$ cat src/rtl/fp32_pkg.sv
// Shared binary32 constants and divider state encoding.
package fp32_pkg;

    localparam logic [31:0] FP32_QNAN    = 32'h7FC0_0000;
    localparam logic [7:0]  FP32_BIAS    = 8'd127;
    localparam logic [7:0]  FP32_EXP_MAX = 8'd255;
    localparam logic [4:0]  DIV_ITERS    = 5'd27;

    typedef enum logic [1:0] {
        IDLE,
        DIV,
        NORM,
        DONE
    } state_t;

endpackage

$ cat src/rtl/fp32_rnd_pack.sv
// Normalise a 27-bit quotient, round to nearest even, and pack binary32.
module fp32_rnd_pack
    import fp32_pkg::*;
(
    input  logic              sign,
    input  logic signed [9:0] e,
    input  logic [26:0]       q,
    input  logic              rem_nz,
    output logic [31:0]       word
);

    logic [23:0]       man;
    logic [23:0]       man_rnd;
    logic [24:0]       sum;
    logic              guard;
    logic              sticky;
    logic              inc;
    logic signed [9:0] e_norm;
    logic signed [9:0] e_rnd;

    always_comb begin
        man     = q[26:3];
        guard   = q[2];
        sticky  = |q[1:0] | rem_nz;
        e_norm  = e;
        man_rnd = '0;
        e_rnd   = '0;
        word    = '0;
        if (!q[26]) begin
            man    = q[25:2];
            guard  = q[1];
            sticky = q[0] | rem_nz;
            e_norm = e - 10'sd1;
        end
        inc = guard & (sticky | man[0]);
        sum = {1'b0, man} + {24'd0, inc};
        // A carry out of the mantissa leaves exactly 1.0, so shift and bump e.
        if (sum[24]) begin
            man_rnd = sum[24:1];
            e_rnd   = e_norm + 10'sd1;
        end else begin
            man_rnd = sum[23:0];
            e_rnd   = e_norm;
        end
        if (e_rnd >= $signed({2'b00, FP32_EXP_MAX}))
            word = {sign, 8'hFF, 23'd0};
        else if (e_rnd <= 10'sd0)
            word = {sign, 8'h00, 23'd0};
        else
            word = {sign, e_rnd[7:0], man_rnd[22:0]};
    end

endmodule

$ cat src/rtl/fp32_div_seq.sv
// Sequential binary32 divider: one restoring-division bit per cycle.
module fp32_div_seq
    import fp32_pkg::*;
(
    input  logic        clk,
    input  logic        rst_n,
    input  logic        in_valid,
    output logic        in_ready,
    input  logic [31:0] a,
    input  logic [31:0] b,
    output logic        out_valid,
    input  logic        out_ready,
    output logic [31:0] z
);

    state_t            state;
    state_t            state_nxt;
    logic [23:0]       mb;
    logic              sign;
    logic signed [9:0] e;
    logic [4:0]        cnt;
    logic [26:0]       q;
    logic [24:0]       r;

    logic        a_zero, a_inf, a_nan;
    logic        b_zero, b_inf, b_nan;
    logic        s_in;
    logic        is_special;
    logic [31:0] special_z;
    logic        ge;
    logic [24:0] diff;
    logic [24:0] r_nxt;
    logic [31:0] word;

    assign a_zero = (a[30:23] == 8'd0);
    assign b_zero = (b[30:23] == 8'd0);
    assign a_inf  = (&a[30:23]) & ~(|a[22:0]);
    assign b_inf  = (&b[30:23]) & ~(|b[22:0]);
    assign a_nan  = (&a[30:23]) & (|a[22:0]);
    assign b_nan  = (&b[30:23]) & (|b[22:0]);
    assign s_in   = a[31] ^ b[31];

    always_comb begin
        is_special = 1'b1;
        special_z  = FP32_QNAN;
        if (a_nan | b_nan)
            special_z = FP32_QNAN;
        else if ((a_inf & b_inf) | (a_zero & b_zero))
            special_z = FP32_QNAN;
        else if (a_inf | b_zero)
            special_z = {s_in, 8'hFF, 23'd0};
        else if (a_zero | b_inf)
            special_z = {s_in, 8'h00, 23'd0};
        else
            is_special = 1'b0;
    end

    // Partial remainder stays below 2*mb, so 25 bits hold it after the shift.
    assign ge    = (r >= {1'b0, mb});
    assign diff  = r - {1'b0, mb};
    assign r_nxt = ge ? {diff[23:0], 1'b0} : {r[23:0], 1'b0};

    fp32_rnd_pack u_rnd_pack (
        .sign   (sign),
        .e      (e),
        .q      (q),
        .rem_nz (|r),
        .word   (word)
    );

    always_comb begin
        state_nxt = state;
        in_ready  = 1'b0;
        out_valid = 1'b0;
        unique case (state)
            IDLE: begin
                in_ready = 1'b1;
                if (in_valid)
                    state_nxt = is_special ? DONE : DIV;
            end
            DIV: begin
                if (cnt == DIV_ITERS - 5'd1)
                    state_nxt = NORM;
            end
            NORM: state_nxt = DONE;
            DONE: begin
                out_valid = 1'b1;
                if (out_ready)
                    state_nxt = IDLE;
            end
            default: state_nxt = IDLE;
        endcase
    end

    always_ff @(posedge clk) begin
        if (!rst_n) begin
            state <= IDLE;
            mb    <= '0;
            sign  <= 1'b0;
            e     <= '0;
            cnt   <= '0;
            q     <= '0;
            r     <= '0;
            z     <= '0;
        end else begin
            state <= state_nxt;
            unique case (state)
                IDLE: begin
                    if (in_valid) begin
                        mb   <= {1'b1, b[22:0]};
                        sign <= s_in;
                        e    <= $signed({2'b00, a[30:23]})
                              - $signed({2'b00, b[30:23]})
                              + $signed({2'b00, FP32_BIAS});
                        cnt  <= '0;
                        q    <= '0;
                        r    <= {1'b0, 1'b1, a[22:0]};
                        if (is_special)
                            z <= special_z;
                    end
                end
                DIV: begin
                    q   <= {q[25:0], ge};
                    r   <= r_nxt;
                    cnt <= cnt + 5'd1;
                end
                NORM: z <= word;
                DONE: ;
                default: ;
            endcase
        end
    end

endmodule

$ cat config.mk
export PLATFORM = sky130hd
export DESIGN_NAME = fp32_div_seq
export DESIGN_NICKNAME = d
export VERILOG_FILES = /design/src/rtl/fp32_pkg.sv /design/src/rtl/fp32_rnd_pack.sv /design/src/rtl/fp32_div_seq.sv
export SDC_FILE = /design/constraint.sdc
export NUM_CORES = 1
export LEC_CHECK = 0
export ABC_AREA = 1
export BUFFER_PORTS_ARGS = -buffer_cell sky130_fd_sc_hd__clkbuf_2
export CAP_MARGIN = 20
export CORE_MARGIN = 2
export CORE_UTILIZATION = 34
export CTS_BUF_LIST = sky130_fd_sc_hd__clkbuf_8
export DETAILED_ROUTE_END_ITERATION = 12
export PLACE_DENSITY = 0.6
export SYNTH_ARGS = -nofsm -noshare
export SYNTH_HDL_FRONTEND = slang
export SYNTH_SLANG_ARGS = --single-unit
$ cat constraint.sdc
create_clock -name clk -period 7.8 [get_ports clk]
set_input_delay 0 -clock clk [delete_from_list [all_inputs] [get_ports clk]]
set_output_delay 0 -clock clk [all_outputs]
set_load 0.02 [all_outputs]
# ---- After elaboration in Yosys (flattened, before gate mapping)
# Cells that the tools add are included.
dict set report word_totals {
  reg_bits 126
  inputBits 68
  output_inout_bits 34
  word_cells 91
}
dict set report op_classes {
  addsub 7
  magnitude_cmp 3
  eq_ne 8
  muxes 33
  n_bitwise 17
  reduce_logical 15
}
# operator count
set ops {}
lappend ops {{2-to-1 mux 32 bit} 6}
lappend ops {{case mux 32 bit (2 select lines)} 1}
lappend ops {{2-to-1 mux 31 bit} 2}
lappend ops {{case mux 27 bit (2 select lines)} 1}
lappend ops {{2-to-1 mux 25 bit} 2}
lappend ops {{case mux 25 bit (2 select lines)} 1}
lappend ops {{OR reduction 23 bit} 2}
lappend ops {{2-to-1 mux 27 bit} 1}
lappend ops {{adder 24 x 1 -> 25 bit} 1}
lappend ops {{>= comparator 25 x 24 -> 1 bit} 1}
lappend ops {{OR reduction 25 bit} 1}
lappend ops {{2-to-1 mux 24 bit} 1}
lappend ops {{subtractor 24 bit} 1}
lappend ops {{2-to-1 mux 23 bit} 1}
lappend ops {{2-to-1 mux 10 bit} 2}
lappend ops {{logical NOT 8 bit} 2}
lappend ops {{AND reduction 8 bit} 2}
lappend ops {{adder 10 x 2 -> 10 bit (second input constant)} 1}
lappend ops {{adder 9 x 8 -> 10 bit (second input constant)} 1}
lappend ops {{>= comparator 10 x 9 -> 1 bit (second input constant)} 1}
lappend ops {{less-or-equal comparator 10 x 1 -> 1 bit (second input constant)} 1}
lappend ops {{case mux 5 bit (2 select lines)} 1}
lappend ops {{subtractor 10 x 2 -> 10 bit (second input constant)} 1}
lappend ops {{subtractor 8 x 8 -> 9 bit} 1}
lappend ops {{18 further kinds} 48}

# ---- Logic depth before layout (Yosys ltp)
# Gate-level depths: netlist (run 1).
dict set report logic_depth {
  word_depth 11
  ltp_mapped 24
  depth_no_buf 22
}

# ---- Cells and area by module
# Synthesis (run 1) repeated with hierarchy kept, for this count alone.
dict set report unflattened {
  cells_unflattened 1821
  hier_area_um2 10457.5
}
# module instances cells_per_inst area_each_um2 seq_area_each_um2
set by_module_without_submodules {}
lappend by_module_without_submodules {fp32_div_seq 1 1328 8087.8 2522.4}
lappend by_module_without_submodules {fp32_rnd_pack 1 493 2369.8 0.0}

# ---- Worst setup path after synthesis (run 1)
# No wires, ideal clock.
dict set report synth_timing {
  path_type {reg2reg}
  start {register q[26]}
  end {register z[14]}
  setup_ns 0.140
  arrival_time_ns 2.771
  t_required_ns 7.660
  path_slack_ns 4.889
  path_stages_with_launch 22
  path_buffers 4
  period_less_slack_ns 2.911
  path_cell_list {dfxtp_1 buf_6 buf_2 buf_2 nand2_1 o211ai_1 inv_1 ha_1 nand3_1 nor2_1 nand2_1 nor3_4 nand2_1 nand2_1 nand2_1 nor2_2 nand3_4 nand2_4 buf_6 nor2_2 nand2_1 a21oi_2}
}
dict set report synth_via {
  elab_chain_len 9
  elab_cells_between_ends 15
  cone_classes {add/sub: 2; order compare: 2; mux: 9; bitwise: 2}
}
# item line_no
set synth_lines {}
lappend synth_lines {{start, declared} fp32_div_seq.sv:22} ;# logic [26:0] q;
lappend synth_lines {{start signal, assigned} fp32_div_seq.sv:123} ;# q <= {q[25:0], ge};
lappend synth_lines {{2-to-1 mux 1 bit / 2-to-1 mux 24 bit (equally long branches)} fp32_rnd_pack.sv:29} ;# if (!q[26]) begin
lappend synth_lines {{bitwise OR 1 bit} fp32_rnd_pack.sv:35} ;# inc = guard & (sticky | man[0]);
lappend synth_lines {{AND 1 bit} fp32_rnd_pack.sv:35}
lappend synth_lines {{adder 24 x 1 -> 25 bit} fp32_rnd_pack.sv:36} ;# sum = {1'b0, man} + {24'd0, inc};
lappend synth_lines {{2-to-1 mux 10 bit} fp32_rnd_pack.sv:38} ;# if (sum[24]) begin
lappend synth_lines {{less-or-equal comparator 10 x 1 -> 1 bit} fp32_rnd_pack.sv:47} ;# else if (e_rnd <= 10'sd0)
lappend synth_lines {{2-to-1 mux 31 bit} fp32_rnd_pack.sv:47}
lappend synth_lines {{2-to-1 mux 31 bit *} fp32_rnd_pack.sv:45} ;# if (e_rnd >= $signed({2'b00, FP32_EXP_MAX}))
lappend synth_lines {{case mux 32 bit (2 select lines) *} fp32_div_seq.sv:107} ;# unique case (state)
lappend synth_lines {{end signal, assigned} fp32_div_seq.sv:119} ;# z <= special_z;
lappend synth_lines {{end signal, assigned} fp32_div_seq.sv:127} ;# NORM: z <= word;
lappend synth_lines {{end, declared} fp32_div_seq.sv:13} ;# output logic [31:0] z
# Every way passes the cells marked *; elsewhere a longest branch is shown, timed or not.
# A chain may end at the register's enable or synchronous reset.

# ---- Worst setup path in the final report (run 1)
dict set report layout_timing {
  start {register q[26]}
  end {register z[6]}
}
# Same word-level chain as after synthesis.

==> results of run 1 <==
## how the worst max path moves through the flow
stage,start,endpoint,slack (ps)
floorplan,q[26],z[14],4890
global placement,b[20],z[6],4230
detailed placement,q[26],z[6],4340
CTS,q[26],z[6],4320
global route,q[26],z[6],3840
finish,q[26],z[6],4290
## what timing repair did
| item | CTS | global route |
|---|---|---|
| hold endpoints to repair | 47 | 0 |
| hold buffers | 47 | 0 |
| buffers inserted | 0 | 0 |
| resized for setup | 0 | 0 |
## worst register-to-register path: cells and delay by family (launching register included)
kind | cells | cell delay [ps]
flip-flops | 1 | 310
AO/OA/AOI/OAI | 2 | 380
AND/OR/NAND/NOR | 12 | 1910
buffers and inverters | 2 | 570
adder cells (fa/ha/maj) | 1 | 200
## kinds of logic after synthesis
kind of cell,after synthesis,synth area share (%)
buf+inv,262,11.3
fa+ha+maj,44,6.05
compound gates,340,20.5
simple gates,665,30.7
flops,126,27.0
xor+xnor,46,4.51
## layout make-up
| type | instances | area (um^2) |
|---|---|---|
| Fill cell | 2879 | 16000 |
| Multi-Input combinational cell | 1095 | 5770 |
| Sequential cell | 126 | 2520 |
| Timing Repair Buffer | 158 | 1070 |
| Inverter | 206 | 773 |
| Tap cell | 341 | 427 |
| Clock buffer | 19 | 262 |
| Clock inverter | 13 | 129 |
## registers in the layout, summed over array words and instances (netlist names)
signal / count
z: 32
q: 27
r: 25
mb: 24
e: 10
cnt: 5
state: 2
sign: 1
## routing by layer
metal	vias up	GRT usage [%]	share of wire, %
met5	-	0	0
met4	0	5.24	1.5
met3	26	3.17	5.0
met2	250	32.5	43
met1	4489	28.8	51
li1	5085	-	-
## cells in the final DEF (no fill, tap or decap), types with 4 or more instances in the layout
cell type	netlist	routed
clkbuf_2	0	101
clkbuf_8	0	19
ha_1	42	42
nor3_1	19	19
o21ai_2	5	5
nor2_2	17	18
a31oi_1	6	6
o21bai_1	8	8
nor2_1	134	133
a21o_1	4	4
nand2_2	4	4
o21ai_1	11	11
dlygate4sd3_1	0	47
o211ai_1	9	9
or2_2	5	5
nor4_1	5	5
nand4_1	30	30
a21oi_2	10	10
inv_1	202	201
o21a_1	14	14
buf_4	3	8
nand3_1	68	68
xnor2_1	15	15
o21ai_0	90	90
dfxtp_1	126	125
clkinvlp_4	0	4
nand2_1	367	367
xor2_1	30	30
o22ai_1	20	20
a21oi_1	153	153
## power by group
part           switching, mW  leakage [nW]  internal [mW]
registers             0.0943          1.03          0.780
logic                   1.64          3.55          0.814
clock network          0.310         0.187          0.275
total                   2.04          4.77           1.87
==> flow_metrics.tcl, run 1 <==
set metrics [dict create \
    gp_congestion 0.921 \
    min_period_ps 3510 \
    pre_cts_slack_ps 4340 \
    via_per_inst 5.03 \
    rsz0062_at_grt "false" \
    whs_path_depth 5 \
    cp.required_ps 8090 \
    synthDominantCellAreaShare_pct 27.0 \
    min_period_over_period_pct 45.0 \
    pwr_density_cell_nw_per_um2 357 \
    postLayoutSetupSlackWorst_ps 4290 \
    drc_errors 0 \
    clock-sinks 126 \
    antenna_found_initial 0 \
    p_leak_nw 4.77 \
    coreArea_um2 27000 \
    yosysSeqAreaShare_pct 27.0 \
    ys_warn_count 0 \
    grt_max_degree 65 \
    root_buffer "clkbuf_8" \
    dpl_cell_area_um2 10100 \
    hold_class "primary input to flop" \
    cts_buffers 17 \
    area_growth_pct 17.2 \
    num_vias 9850 \
    synth-async-reset-ratio_pct 0 \
    synth_seq_cells 126 \
    die_w_um 170 \
    fin_worst_skew_ps 22.6 \
    antenna_cells 0 \
    outcome "finished clean" \
    netlist_instances 1483 \
    synth.most_common_cell "nand2_1" \
    max_freq_mhz 285 \
    max_stage_delay_ps 460 \
    routed_wl_mm 28.8 \
    cts.clk_slew.worst_paths_ps 90 \
    hold_start "a[30]" \
    synth_area_um2 9350 \
    slew_headroom_pct 38.4 \
    initial_core_util_pct 34.7 \
    grt_overflow_total 0 \
    r2r_cells 17 \
    synth_area_leader_cell "dfxtp_1" \
    worstPathCellList "buf_4 -> o211ai_1 -> inv_1 -> ha_1 -> nand3_1 -> nor2_1 -> nand2_1 -> nor3_4 -> nand2_1 -> nand2_1 -> nand2_1 -> nor2_2 -> nand3_4 -> nand2_4 -> nor2_1 -> nand2_1 -> a21oi_1" \
    setup_tns_ps 0 \
    wl_per_cell_um 14.7 \
    maxCapViolCount 0 \
    regToRegSetupSlack_ps 4290 \
    synth.distinct_cells 52 \
    r2r-start "q[26]" \
    cts_max_path_buffers 2 \
    ant_nets 0 \
    whs_endpoint "e[9]" \
    synth_ff_type "dfxtp_1" \
    peakVddDrop_mv 0.245 \
    grt_pass1_vias 9434 \
    grt_usage_pct 20.4 \
    clock_latency_ps 460 \
    fin_cells 1958 \
    num_io_pins 102 \
    cts_tree "yes" \
    cpMostUsedCell "nand2_1" \
    syn-num-nets 1595 \
    hpwl_mm 21.6 \
    fin_area_um2 11000 \
    finalSetupViolations 0 \
    die_area_um2 28800 \
    ys_top_cells_by_area "dfxtp_1, nand2_1, a21oi_1, inv_1, ha_1" \
    netlist_top_cells_count "nand2_1, inv_1, a21oi_1, nor2_1, dfxtp_1" \
    final-hold-violation-count 0 \
    cp_num_buf_inv 2 \
    holdWs_ps 22.3 \
    die_height_um 170 \
    crit_arrival_ps 3800 \
    synth_area_per_cell_um2 6.30 \
    grt_pass1_wl_mm 47.4 \
    path_delay_family "simple AND/OR/NAND/NOR gates" \
    report.final.slew_viol_count 0 \
    critical_path_class "flop to flop" \
    total_power_mw 3.91 \
    crit_fanout 61 \
    rows 60 \
    dp_cells 1878 \
    drt_iter0_drc 616 \
    dr.pass1.iters 5 \
    cp_num_cells 17 \
    endpoint_kind "flop" \
    htree_levels 4 \
    portBuffers 101 \
    worst_pin_slew_ps 921 \
    nets 1716 \
    slowest_stage "buf_4" \
    r2r_end "z[6]" \
    fin_util_pct 40.7 \
    start_kind "flop" \
    drive_gt1_share_pct 12.5 \
    synth_edf_count 0 \
]
Power figures use the tool's default switching activity.
==> run 2: changes to the inputs <==
==> constraint.sdc (replaced) <==
create_clock -name clk -period 3.3 [get_ports clk]
set_input_delay 0 -clock clk [delete_from_list [all_inputs] [get_ports clk]]
set_output_delay 0 -clock clk [all_outputs]
set_load 0.02 [all_outputs]
==> flow_metrics.tcl, run 2 (synthesis results as in run 1) <==
set metrics [dict create \
    grt_max_degree 50 \
    regMostFlops "z" \
    cts_tree "yes" \
    antenna_cells 0 \
    report.final.slew_viol_count 0 \
    mostFrequentLayoutCells "nand2_1, inv_1, a21oi_1, nor2_1, dfxtp_1" \
    postLayoutSetupSlackWorst_ps 355 \
    setup_tns_ps 0 \
    hold_class "primary input to flop" \
    p_switching_mw 4.80 \
    pwr_density_cell_nw_per_um2 855 \
    cts_buffers 17 \
    finalSetupViolations 0 \
    swShare_pct 50.6 \
    grt_pass1_wl_mm 46.8 \
    area_growth_pct 18.5 \
    num_vias 9929 \
    final_common_cell "nand2_1" \
    root_buffer "clkbuf_8" \
    max_freq_mhz 340 \
    coreArea_um2 27000 \
    min_period_over_period_pct 89.2 \
    largest_registers "z x32, q x27, r x25" \
    regToRegSetupSlack_ps 360 \
    antenna_found_initial 0 \
    worstPathCellList "buf_12 -> nand2_1 -> o21ai_1 -> nand2_1 -> nor2_2 -> nand2_2 -> nor3_4 -> nor2_1 -> a21oi_1 -> nand3_4 -> nand2_4 -> nor2_1 -> nand2_1 -> a21oi_1" \
    internal_power_mw 4.68 \
    worst_pin_slew_ps 777 \
    start_kind "flop" \
    endpoint_kind "flop" \
    peakVddDrop_mv 0.625 \
    drt_iter0_drc 774 \
    wl_per_cell_um 14.5 \
    clock-sinks 126 \
    cts.clk_slew.worst_paths_ps 80 \
    seqPwrFrac_pct 21.7 \
    cp-startpoint "q[26]" \
    cpMostUsedCell "nand2_1" \
    num_io_pins 102 \
    die_w_um 170 \
    r2r_cells 14 \
    hpwl_mm 21.5 \
    die_area_um2 28800 \
    portBuffers 101 \
    cp-endpoint "z[5]" \
    final-hold-violation-count 0 \
    fin_worst_skew_ps 13.5 \
    drc_errors 0 \
    p_leak_nw 4.84 \
    holdWs_ps 39.7 \
    max_stage_delay_ps 440 \
    min_period_ps 2940 \
    rows 60 \
    slew_headroom_pct 48.1 \
    via_per_inst 5.05 \
    clkPwrFrac_pct 16.5 \
    cp.required_ps 3610 \
    grt_usage_pct 20.2 \
    rsz0062_at_grt "false" \
    grt_pass1_vias 9313 \
    cts_max_path_buffers 2 \
    pre_cts_slack_ps 319 \
    nets 1726 \
    outcome "finished clean" \
    crit_arrival_ps 3250 \
    htree_levels 4 \
    grt_overflow_total 0 \
    power_frac_comb_pct 61.9 \
    clock_latency_ps 460 \
    r2r-start "q[26]" \
    drive_gt1_share_pct 12.8 \
    ant_nets 0 \
    r2r_end "z[5]" \
    slowest_stage "dfxtp_4" \
    gp_congestion 0.938 \
    largest_reg_flops 32 \
    dr.pass1.iters 5 \
    critical_path_class "flop to flop" \
    die_height_um 170 \
    total_power_mw 9.47 \
    fin_util_pct 41.1 \
    initial_core_util_pct 34.7 \
    routed_wl_mm 28.5 \
    crit_fanout 40 \
    maxCapViolCount 0 \
]
-- run 2: cell count changes in the layout (fill, tap and decap cells not counted), moves of 2 or more --
cell / delta
buf_4: +10
clkinv_4: -2
bufinv_16: +3
clkinvlp_4: -2
inv_1: +3
-- run 2: area by class of cell --
class                      count  area, um^2
fill                        2916       15900
multi-input combinational   1095        5770
tap                          341         427
inverter                     206         773
clock inverter                14         190
timing repair buffer         168        1140
sequential                   126        2530
clock buffer                  18         248
-- run 2: worst min path at each step --
stage | from | endpoint | slack, ps | cells after the start
after global routing | a[30] | e[8] | 70 | 5
after CTS | a[30] | e[8] | 30 | 5
final | a[30] | e[8] | 40 | 5
after detailed placement | a[0] | r[0] | 300 | 3
after floorplan | b[0] | mb[0] | 170 | 2
after global placement | b[0] | mb[0] | 280 | 3
-- run 2: timing repair --
| action | CTS | global route |
|---|---|---|
| setup buffers | 0 | 0 |
| hold buffers | 48 | 0 |
| endpoints found under the hold margin | 47 | 0 |
| setup endpoints to repair | 0 | 14 |
| resized for setup | 0 | 3 |
-- run 2: power groups by stage --
stage          sequential [mW]  clock, mW  combinational [mW]
2_1_floorplan             2.09          0                4.26
6_report                  2.05       1.56                5.86
3_3_place_gp              2.08          0                5.69
4_1_cts                   2.05       1.59                5.80
5_1_grt                   2.10       1.66                6.59
3_5_place_dp              2.09          0                5.73
-- run 2: layer usage --
layer / vias up / part of all wire [%] / GRT usage [%]
li1: 5098 / - / -
met1: 4551 / 50 / 28.5
met2: 258 / 44 / 32.4
met3: 22 / 5.0 / 2.87
met4: 0 / 1.1 / 4.72
met5: - / 0 / 0
-- run 2: worst max-delay path: cells and delay by family (launching register included) --
family / cells / cell delay [ps]
flops: 1 / 440
compound gates: 3 / 530
buf+inv: 1 / 210
simple gates: 10 / 1580
-- run 2: metrics by stage --
step	std cells	instance area, um^2
2_1_floorplan	1483	9350
3_3_place_gp	1888	10200
3_5_place_dp	1888	10200
4_1_cts	1968	11100
5_1_grt	1968	11100
6_report	1968	11100
==> run 3: changes to the inputs <==
--- a/config.mk
+++ b/config.mk
@@ -5,12 +5,11 @@
 export SDC_FILE = /design/constraint.sdc
 export NUM_CORES = 1
 export LEC_CHECK = 0
-export ABC_AREA = 1
 export BUFFER_PORTS_ARGS = -buffer_cell sky130_fd_sc_hd__clkbuf_2
 export CAP_MARGIN = 20
 export CORE_MARGIN = 2
 export CORE_UTILIZATION = 34
-export CTS_BUF_LIST = sky130_fd_sc_hd__clkbuf_8
+export CTS_BUF_LIST = sky130_fd_sc_hd__clkbuf_4
 export DETAILED_ROUTE_END_ITERATION = 12
 export PLACE_DENSITY = 0.6
 export SYNTH_ARGS = -nofsm -noshare
==> flow_metrics.tcl, run 3 <==
set metrics [dict create \
    outcome "finished clean" \
    dr.pass1.iters 5 \
    fin_util_pct 41.9 \
    synth_edf_count 0 \
    slowest_stage "a2111o_1" \
    synthDominantCellAreaShare_pct 28.7 \
    ys_top_cells_by_area "dfxtp_1, nand2_1, ha_1, a21oi_1, a22oi_1" \
    drc_errors 0 \
    max_stage_delay_ps 580 \
    dp_cells 1531 \
    root_buffer "clkbuf_4" \
    yosysSeqAreaShare_pct 28.7 \
    grt_max_degree 40 \
    wl_per_cell_um 16.7 \
    max_freq_mhz 318 \
    cts_tree "yes" \
    fin_area_um2 10600 \
    num_io_pins 102 \
    coreArea_um2 25300 \
    min_period_ps 3150 \
    worstPathCellList "mux2i_1 -> nor2b_1 -> ha_2 -> and3_4 -> and4bb_4 -> buf_4 -> and4_4 -> nand4_1 -> or2_1 -> a2111o_1 -> nand4_4 -> o31ai_1" \
    final-hold-violation-count 0 \
    cts_max_path_buffers 2 \
    synth_area_um2 8780 \
    synth.most_common_cell "nand2_1" \
    via_per_inst 5.48 \
    die_height_um 165 \
    gp_congestion 0.881 \
    grt_overflow_total 0 \
    r2r-start "q[26]" \
    routed_wl_mm 27.1 \
    grt_usage_pct 20.1 \
    synth-async-reset-ratio_pct 0 \
    final_common_cell "nand2_1" \
    fin_cells 1619 \
    antenna_found_initial 1 \
    p_switching_mw 4.04 \
    drt_iter0_drc 539 \
    largest_registers "z x32, q x27, r x25" \
    htree_levels 4 \
    die_area_um2 27100 \
    slew_headroom_pct 50.1 \
    grt_pass1_wl_mm 43.3 \
    swShare_pct 49.1 \
    peakVddDrop_mv 0.413 \
    holdWs_ps 30.1 \
    largest_reg_flops 32 \
    r2r_end "z[7]" \
    postLayoutSetupSlackWorst_ps 151 \
    clock-sinks 126 \
    grt_pass1_vias 8432 \
    setup_tns_ps 0 \
    endpoint_kind "flop" \
    regMostFlops "z" \
    clock_latency_ps 580 \
    cts.clk_slew.worst_paths_ps 150 \
    maxCapViolCount 0 \
    mostFrequentLayoutCells "nand2_1, dfxtp_1, clkbuf_2, nor2_1, a21oi_1" \
    power_frac_comb_pct 62.2 \
    report.final.slew_viol_count 0 \
    portBuffers 101 \
    pwr_density_cell_nw_per_um2 777 \
    cts_buffers 17 \
    initial_core_util_pct 34.8 \
    regToRegSetupSlack_ps 150 \
    nets 1387 \
    worst_pin_slew_ps 749 \
    finalSetupViolations 0 \
    hpwl_mm 20.1 \
    crit_fanout 8 \
    p_leak_nw 4.06 \
    cp-startpoint "q[26]" \
    crit_arrival_ps 3630 \
    ant_nets 0 \
    die_w_um 165 \
    r2r_cells 12 \
    num_vias 8866 \
    rows 58 \
    internal_power_mw 4.18 \
    drive_gt1_share_pct 17.4 \
    seqPwrFrac_pct 24.7 \
    final.fill_count 2617 \
    cp.required_ps 3780 \
    synth_ff_type "dfxtp_1" \
    clkPwrFrac_pct 13.1 \
    total_power_mw 8.22 \
    syn-num-nets 1242 \
    fin_worst_skew_ps 25.4 \
    netlist_top_cells_count "nand2_1, dfxtp_1, nor2_1, a21oi_1, inv_1" \
    cp-endpoint "z[7]" \
    start_kind "flop" \
    ys_warn_count 0 \
    critical_path_class "flop to flop" \
    netlist_instances 1130 \
    hold_class "primary input to flop" \
    area_growth_pct 20.4 \
    synth_area_per_cell_um2 7.77 \
    synth_seq_cells 126 \
    synth.distinct_cells 85 \
    synth_area_leader_cell "dfxtp_1" \
    min_period_over_period_pct 95.4 \
    dpl_cell_area_um2 9720 \
    pre_cts_slack_ps 109 \
]
-- run 3: cell count changes after synthesis, moves of 30 or more --
| cell | before | now |
|---|---|---|
| nand3_1 | 68 | 23 |
| a22oi_1 | 0 | 47 |
| a21oi_1 | 153 | 81 |
| nand2_1 | 367 | 141 |
| inv_1 | 202 | 67 |
| mux2i_1 | 0 | 30 |
| nor2_1 | 134 | 89 |
| o21ai_0 | 90 | 44 |
-- run 3: logic make-up (layout without fill, tap and decap cells) --
group | Yosys count | after routing | share of synthesized area, %
adders and majority gates | 44 | 44 | 6.44
xor gates and xnor gates | 57 | 57 | 5.77
other | 0 | 1 | 0
AOI/OAI and AO/OA | 331 | 331 | 25.6
buffers and inverters | 142 | 299 | 6.71
and+or+nand+nor | 395 | 396 | 22.7
muxes | 35 | 35 | 4.06
DFF | 126 | 126 | 28.7
-- run 3: power by group through the flow --
stage / registers (mW) / logic (mW) / clock network (mW)
4_1_cts: 2.03 / 5.01 / 1.10
3_5_place_dp: 2.06 / 4.94 / 0
2_1_floorplan: 2.00 / 3.69 / 0
3_3_place_gp: 2.06 / 4.93 / 0
6_report: 2.03 / 5.11 / 1.07
5_1_grt: 2.07 / 5.61 / 1.16
-- run 3: critical path, delay by kind of cell (launching register included) --
family | cells | cell delay, ps
simple gates | 7 | 1510
compound gates | 2 | 680
flops | 1 | 390
fa+ha+maj | 1 | 210
buf+inv | 1 | 160
mux | 1 | 120
-- run 3: layer usage --
layer  part of all wire [%]  wire length, um  track usage (%)
met5                      0                0                0
met1                     46            12400             26.4
met4                    1.6              437             5.57
met3                    5.1             1390             2.79
met2                     47            12800             34.4
-- run 3: area by class of cell --
class / instances / area, um^2 / area share, %
Multi-Input combinational cell: 863 / 5730 / 54.2
Tap cell: 330 / 413 / 3.91
Clock inverter: 15 / 145 / 1.37
Antenna cell: 1 / 2.50 / 0.0237
Timing Repair Buffer: 198 / 1370 / 12.9
Inverter: 69 / 259 / 2.45
Clock buffer: 17 / 128 / 1.21
Sequential cell: 126 / 2530 / 23.9
-- run 3: worst min path at each step --
stage | end | slack, ps | depth (start not counted) | start
floorplan | mb[10] | 140 | 2 | b[10]
global placement | mb[11] | 240 | 3 | b[11]
detailed placement | mb[11] | 240 | 3 | b[11]
CTS | e[0] | 2 | 5 | a[23]
global route | e[0] | 20 | 5 | a[23]
finish | e[0] | 30 | 5 | a[23]
-- run 3: repair_timing --
action,4_1_cts,5_1_grt
hold buffers,51,0
buffers inserted,0,3
endpoints found under the setup margin,0,24
endpoints found under the hold margin,54,0
gates resized for setup,0,9
